## src/rtl/traffic_pkg.sv

```systemverilog
// Shared definitions for the traffic-light controller and its interval timer:
// timer state encodings and the default interval parameters both sides agree on.
package traffic_pkg;

  typedef enum logic [1:0] {
    RUN_S = 2'b00,
    RUN_L = 2'b01,
    EXP   = 2'b10
  } timer_state_e;

  localparam int DEF_PRESCALE = 4;
  localparam int DEF_SHORT_T  = 3;
  localparam int DEF_LONG_T   = 8;

  // Width of a counter that must hold 0..n-1; never narrower than one bit.
  function automatic int cnt_width(input int n);
    return (n > 1) ? $clog2(n) : 1;
  endfunction

endpackage

```

## src/rtl/traffic_timer_if.sv

```systemverilog
// Timer handshake between the traffic-light controller (master) and the
// interval timer (slave).
interface traffic_timer_if #(
  parameter int CW = 4
);

  logic          st;
  logic          ts;
  logic          tl;
  logic          tick;
  logic [CW-1:0] elapsed;

  modport master (
    output st,
    input  ts,
    input  tl,
    input  tick,
    input  elapsed
  );

  modport slave (
    input  st,
    output ts,
    output tl,
    output tick,
    output elapsed
  );

endinterface

```

## src/rtl/tl_prescaler.sv

```systemverilog
// Mod-PRESCALE counter that turns clk into time units; frozen at zero while
// the timer sits in its expired state.
module tl_prescaler
  import traffic_pkg::*;
#(
  parameter int PRESCALE = DEF_PRESCALE
) (
  input  logic clk,
  input  logic rst,
  input  logic clr,
  input  logic hold,
  output logic tick
);

  localparam int            PW    = cnt_width(PRESCALE);
  localparam logic [PW-1:0] P_MAX = PW'(PRESCALE - 1);

  logic [PW-1:0] p;

  // NOTE: clocked state uses non-blocking (<=) so every flop samples the
  // pre-edge value of its inputs regardless of process ordering.
  always_ff @(posedge clk) begin
    if (rst || clr || hold) begin
      p <= '0;
    end else if (p == P_MAX) begin
      p <= '0;
    end else begin
      p <= p + PW'(1);
    end
  end

  // Suppressed while held so no increment is ever requested from EXP.
  assign tick = (p == P_MAX) && !hold;

endmodule

```

## src/rtl/traffic_timer.sv

```systemverilog
// Interval timer for the traffic-light controller: after each start strobe it
// raises ts after SHORT_T time units and tl after LONG_T time units.
module traffic_timer
  import traffic_pkg::*;
#(
  parameter int PRESCALE = DEF_PRESCALE,
  parameter int SHORT_T  = DEF_SHORT_T,
  parameter int LONG_T   = DEF_LONG_T,
  parameter int CW       = 4
) (
  input logic            clk,
  input logic            rst,
  traffic_timer_if.slave tif
);

  if (PRESCALE < 1) begin : g_bad_prescale
    $error("traffic_timer: PRESCALE must be at least 1");
  end
  if (SHORT_T < 1) begin : g_bad_short
    $error("traffic_timer: SHORT_T must be at least 1");
  end
  if (SHORT_T >= LONG_T) begin : g_bad_order
    $error("traffic_timer: SHORT_T must be less than LONG_T");
  end
  if (CW < $clog2(LONG_T + 1)) begin : g_bad_width
    $error("traffic_timer: CW too narrow to hold LONG_T");
  end

  localparam logic [CW-1:0] SHORT_C = CW'(SHORT_T);
  localparam logic [CW-1:0] LONG_C  = CW'(LONG_T);

  timer_state_e  state_q, state_d;
  logic [CW-1:0] elapsed_q, elapsed_d, elapsed_inc;
  logic          ts_q, tl_q;
  logic          tick;

  tl_prescaler #(
    .PRESCALE (PRESCALE)
  ) u_prescaler (
    .clk  (clk),
    .rst  (rst),
    .clr  (tif.st),
    .hold (state_q == EXP),
    .tick (tick)
  );

  // NOTE: every signal driven here gets a default first, so no path through
  // the branches can leave one unassigned and infer a latch.
  always_comb begin
    state_d     = state_q;
    elapsed_d   = elapsed_q;
    elapsed_inc = elapsed_q + CW'(1);

    // A start strobe wins over a coincident tick; that increment is dropped.
    if (tif.st) begin
      state_d   = RUN_S;
      elapsed_d = '0;
    end else begin
      case (state_q)
        RUN_S: begin
          if (tick) begin
            elapsed_d = elapsed_inc;
            if (elapsed_inc == SHORT_C) state_d = RUN_L;
          end
        end
        RUN_L: begin
          if (tick) begin
            elapsed_d = elapsed_inc;
            if (elapsed_inc == LONG_C) state_d = EXP;
          end
        end
        EXP: begin
          elapsed_d = LONG_C;
        end
        default: begin
          state_d   = RUN_S;
          elapsed_d = '0;
        end
      endcase
    end
  end

  // Flags are flopped from the next state so they change on the same edge as
  // the state itself and never see st combinationally.
  always_ff @(posedge clk) begin
    if (rst) begin
      state_q   <= RUN_S;
      elapsed_q <= '0;
      ts_q      <= 1'b0;
      tl_q      <= 1'b0;
    end else begin
      state_q   <= state_d;
      elapsed_q <= elapsed_d;
      ts_q      <= (state_d == RUN_L) || (state_d == EXP);
      tl_q      <= (state_d == EXP);
    end
  end

  assign tif.ts      = ts_q;
  assign tif.tl      = tl_q;
  assign tif.tick    = tick;
  assign tif.elapsed = elapsed_q;

endmodule

```

## src/flat_wrapper.sv

```systemverilog
// flat-port wrapper written by rule: the top's interface ports become plain ports
module traffic_timer_flat import traffic_pkg::*;
#(
  parameter int PRESCALE = DEF_PRESCALE,
  parameter int SHORT_T  = DEF_SHORT_T,
  parameter int LONG_T   = DEF_LONG_T,
  parameter int CW       = 4
)
  (clk, rst, tif_st, tif_ts, tif_tl, tif_tick, tif_elapsed);
  traffic_timer_if #(.CW(CW)) tif_i ();
  input logic clk;
  input logic rst;
  input wire logic [$bits(tif_i.st)-1:0] tif_st;
  output wire logic [$bits(tif_i.ts)-1:0] tif_ts;
  output wire logic [$bits(tif_i.tl)-1:0] tif_tl;
  output wire logic [$bits(tif_i.tick)-1:0] tif_tick;
  output wire logic [$bits(tif_i.elapsed)-1:0] tif_elapsed;
  assign tif_i.st = tif_st;
  assign tif_ts = tif_i.ts;
  assign tif_tl = tif_i.tl;
  assign tif_tick = tif_i.tick;
  assign tif_elapsed = tif_i.elapsed;
  traffic_timer #(.PRESCALE(PRESCALE), .SHORT_T(SHORT_T), .LONG_T(LONG_T), .CW(CW)) u_core (.clk(clk), .rst(rst), .tif(tif_i));
endmodule
```

## config.mk

```make
export PLATFORM = sky130hd
export DESIGN_NAME = traffic_timer_flat
export DESIGN_NICKNAME = d
export VERILOG_FILES = /design/src/rtl/traffic_pkg.sv /design/src/rtl/traffic_timer_if.sv /design/src/rtl/tl_prescaler.sv /design/src/rtl/traffic_timer.sv /design/src/flat_wrapper.sv
export SDC_FILE = /design/constraint.sdc
export NUM_CORES = 1
export LEC_CHECK = 0
export BUFFER_PORTS_ARGS = -buffer_cell sky130_fd_sc_hd__buf_2
export CAP_MARGIN = 20
export CELL_PAD_IN_SITES_DETAIL_PLACEMENT = 0
export CELL_PAD_IN_SITES_GLOBAL_PLACEMENT = 2
export CORE_MARGIN = 2
export CORE_UTILIZATION = 34
export CTS_CLUSTER_DIAMETER = 150
export CTS_CLUSTER_SIZE = 24
export DETAILED_ROUTE_END_ITERATION = 6
export MAX_ROUTING_LAYER = met4
export PLACE_DENSITY_LB_ADDON = 0.1
export SYNTH_ARGS = -nofsm -noshare
export SYNTH_HDL_FRONTEND = slang
export SYNTH_HIERARCHICAL = 1
export SYNTH_SLANG_ARGS = --single-unit
```

## constraint.sdc

```tcl
create_clock -name clk -period 2.9 [get_ports clk]
set_input_delay 0.29 -clock clk [delete_from_list [all_inputs] [get_ports clk]]
set_output_delay 0.29 -clock clk [all_outputs]
set_load 0.05 [all_outputs]
```

==> metrics.txt <==
mux contribution to synthesized area 0; Num CTS Buffers 3; H-tree levels 1; Hold Fails Final Rpt 0; largest net degree at the start of global routing 9; clk_lat worst skew 0.26 ns; Leak 0.000276 uW; Initial Util 0.361; GR Overflow Total 0; share of cells above drive strength 1 0.254; TritonCTS clock tree built; clock-pin slew on the worst setup and hold paths 0.06 ns; Tmin final 2.14 ns; number of global-route vias before repair 371; HP Start rst; Clock Tree Buf Depth 2; Crit Path Class reg2reg; die area 1920 sq um; Routed WL 928 um; xor/xnor share of the synthesized area 0.0814; setup bufs post-CTS 0; setup_tns 0 ns; Sink Count 10; fillers 152; io pins 10; GRT busiest layer met1; DRC 0; num rows 14; total power 272 uW; RSZ-0062 raised after global routing no; Post-Synth Simple-Gate Area 0.253; number of port buffers 9; Routed Antenna Nets 0; Max Fclk 0.468 GHz; Layout area overhead 17.4%; Worst Setup SP u_core/state_q[0]; post-synth cell types 27; initial antenna violation count 0; PD cells 431 nW/um^2; Hold WC Path Type in2reg; Mapped Cells 55; syn nets 62; die outline height 43.8 um; worst slew pin tran 0.564 ns; CP endpoint kind flip-flop; Post-Syn Area 538 sq um; Via Count 413; post-synthesis compound-gate area fraction 0.172; critical path arrival 2.34 ns; final setup vio count 0; sequential fraction of the synthesis area 0.372; Core Region 1490 sq um; hpwl dp 711 um; Critical-path top delay cell nor2b_1; wire per inst 11.2 um; Critical path buffers and inverters 1; Final Skew 0.00481 ns; CTS Hold Buffers Added 0; Max-Cap Viols 0; met2 usage 0.159; ANT cells 0; fin crit share 0.737; Die W 43.8 um; Reg-to-Reg Start u_core/state_q[0]; CP max FO 8; Max VDD drop 0.282 mV; CP top delay family simple AND/OR/NAND/NOR gates; flop and latch count out of synthesis 10; Tot GR Track Use 0.123; via-per-instance ratio 4.98; crit path launch type flip-flop; Max Slew Vio Count 0; main combinational cell family by area after synthesis simple AND/OR/NAND/NOR gates; CP Data Required Time 3.10 ns; Worst path max stage delay 0.46 ns; GRT met1 Usage 0.165; CTS Root Cell clkbuf_4; Final nets 75; critical-path cell list nand2b_1, inv_1, nor2b_1, nand2_1, nor4_1, a32oi_1, ha_1, nor2_1; run status finished, final reports clean; Syn Area/Cell 9.78 sq um; Slew headroom 0.623; met3 Track Usage GR 0.0750; Yosys Warn Count 6; DRT Pass-1 Iters 2; area share of fa/ha/maj cells after synthesis 0.0930; gpl congestion 0.692; Post-CTS Resized 0; global-route wire length before repair 1660 um; Starting DRT DRC Count 3
## power breakdown
part	internal [uW]	switching [uW]	total [uW]
clock	76.1	45.1	121
combinational	4.46	6.92	11.4
sequential	139	0.794	140
total	219	52.8	272
## worst register-to-register path, stage by stage, from the launching register on
cell,delay [ns]
dfxtp_1,0.44
nand2b_1,0.19
inv_1,0.07
nor2b_1,0.46
nand2_1,0.13
nor4_1,0.26
a32oi_1,0.14
ha_1,0.30
nor2_1,0.09
## Yosys cell counts
cell / count / area, sq um
inv_1: 2 / 7.51
o21ai_1: 1 / 5.00
nor2_1: 5 / 18.8
nor4_1: 1 / 6.26
nor2b_1: 3 / 18.8
and4bb_1: 1 / 12.5
a21oi_1: 1 / 5.00
xnor2_1: 2 / 17.5
nand2_1: 3 / 11.3
and3_1: 1 / 6.26
nor4_2: 1 / 12.5
buf_4: 1 / 7.51
dfxtp_1: 10 / 200
a32oi_1: 1 / 8.76
a21boi_0: 1 / 7.51
o32ai_1: 1 / 8.76
o2bb2ai_1: 2 / 17.5
nand4_1: 1 / 6.26
nand2b_1: 1 / 6.26
and2_1: 2 / 12.5
xor2_1: 3 / 26.3
a211oi_2: 2 / 25.0
or3_4: 1 / 11.3
ha_1: 4 / 50.1
o21a_1: 2 / 15.0
nand3_1: 1 / 5.00
and3b_1: 1 / 8.76
## metal layers
layer,routed length [um],vias to the layer above,part of all wire
li1,-,223,-
met1,487,182,0.52
met2,396,6,0.43
met3,38,2,0.041
met4,5,0,0.0054
met5,0,-,0
## cell type report
type                    instances  area, sq um  area share
multi-input cells              42          323       0.511
clock buffers                   4         36.3      0.0574
repair buffers                  9         45.0      0.0713
well taps                      16         20.0      0.0317
flip-flops and latches         10          200       0.317
inverters                       2         7.51      0.0119
## kinds of logic after synthesis
family,after synthesis
buffers and inverters,3
AND/OR/NAND/NOR,22
XOR/XNOR,5
adder cells (fa/ha/maj),4
AO/OA/AOI/OAI,11
flip-flops,10
## state kept, by name, summed over array words and instances (netlist names)
register,flops
u_core/tif.ts,1
u_core/u_prescaler/p,2
u_core/state_q,2
u_core/tif.tl,1
u_core/tif.elapsed,4
## cell usage in the layout (no fill, tap or decap), types with 2 or more instances in the layout
cell type  instances
clkbuf_4           3
a211oi_2           2
xor2_1             3
and2_1             2
ha_1               4
o21a_1             2
inv_1              2
buf_2              9
xnor2_1            2
dfxtp_1           10
nor2_1             5
nand2_1            3
o2bb2ai_1          2
nor2b_1            3
## through the flow
stage          instance area (sq um)   util  hold slack, ns  cells  setup slack [ns]
6_report                         632  0.424           0.273     83             0.762
2_1_floorplan                    538      -           0.357     55             0.448
4_1_cts                          632  0.424           0.266     83             0.709
3_3_place_gp                     596  0.400           0.417     79             0.737
3_5_place_dp                     596  0.400           0.415     79             0.720
5_1_grt                          632  0.424           0.274     83             0.474
## worst paths after layout
path | endpoint | slack (ns) | cells after the start
setup / recovery | u_core/tif.ts | 0.76 | 8
hold / removal | u_core/tif.ts | 0.27 | 2
setup reg to reg | u_core/tif.ts | 0.76 | 8
hold reg to reg | u_core/u_prescaler/p[0] | 0.42 | 1
(Power assumes the default switching activity.)
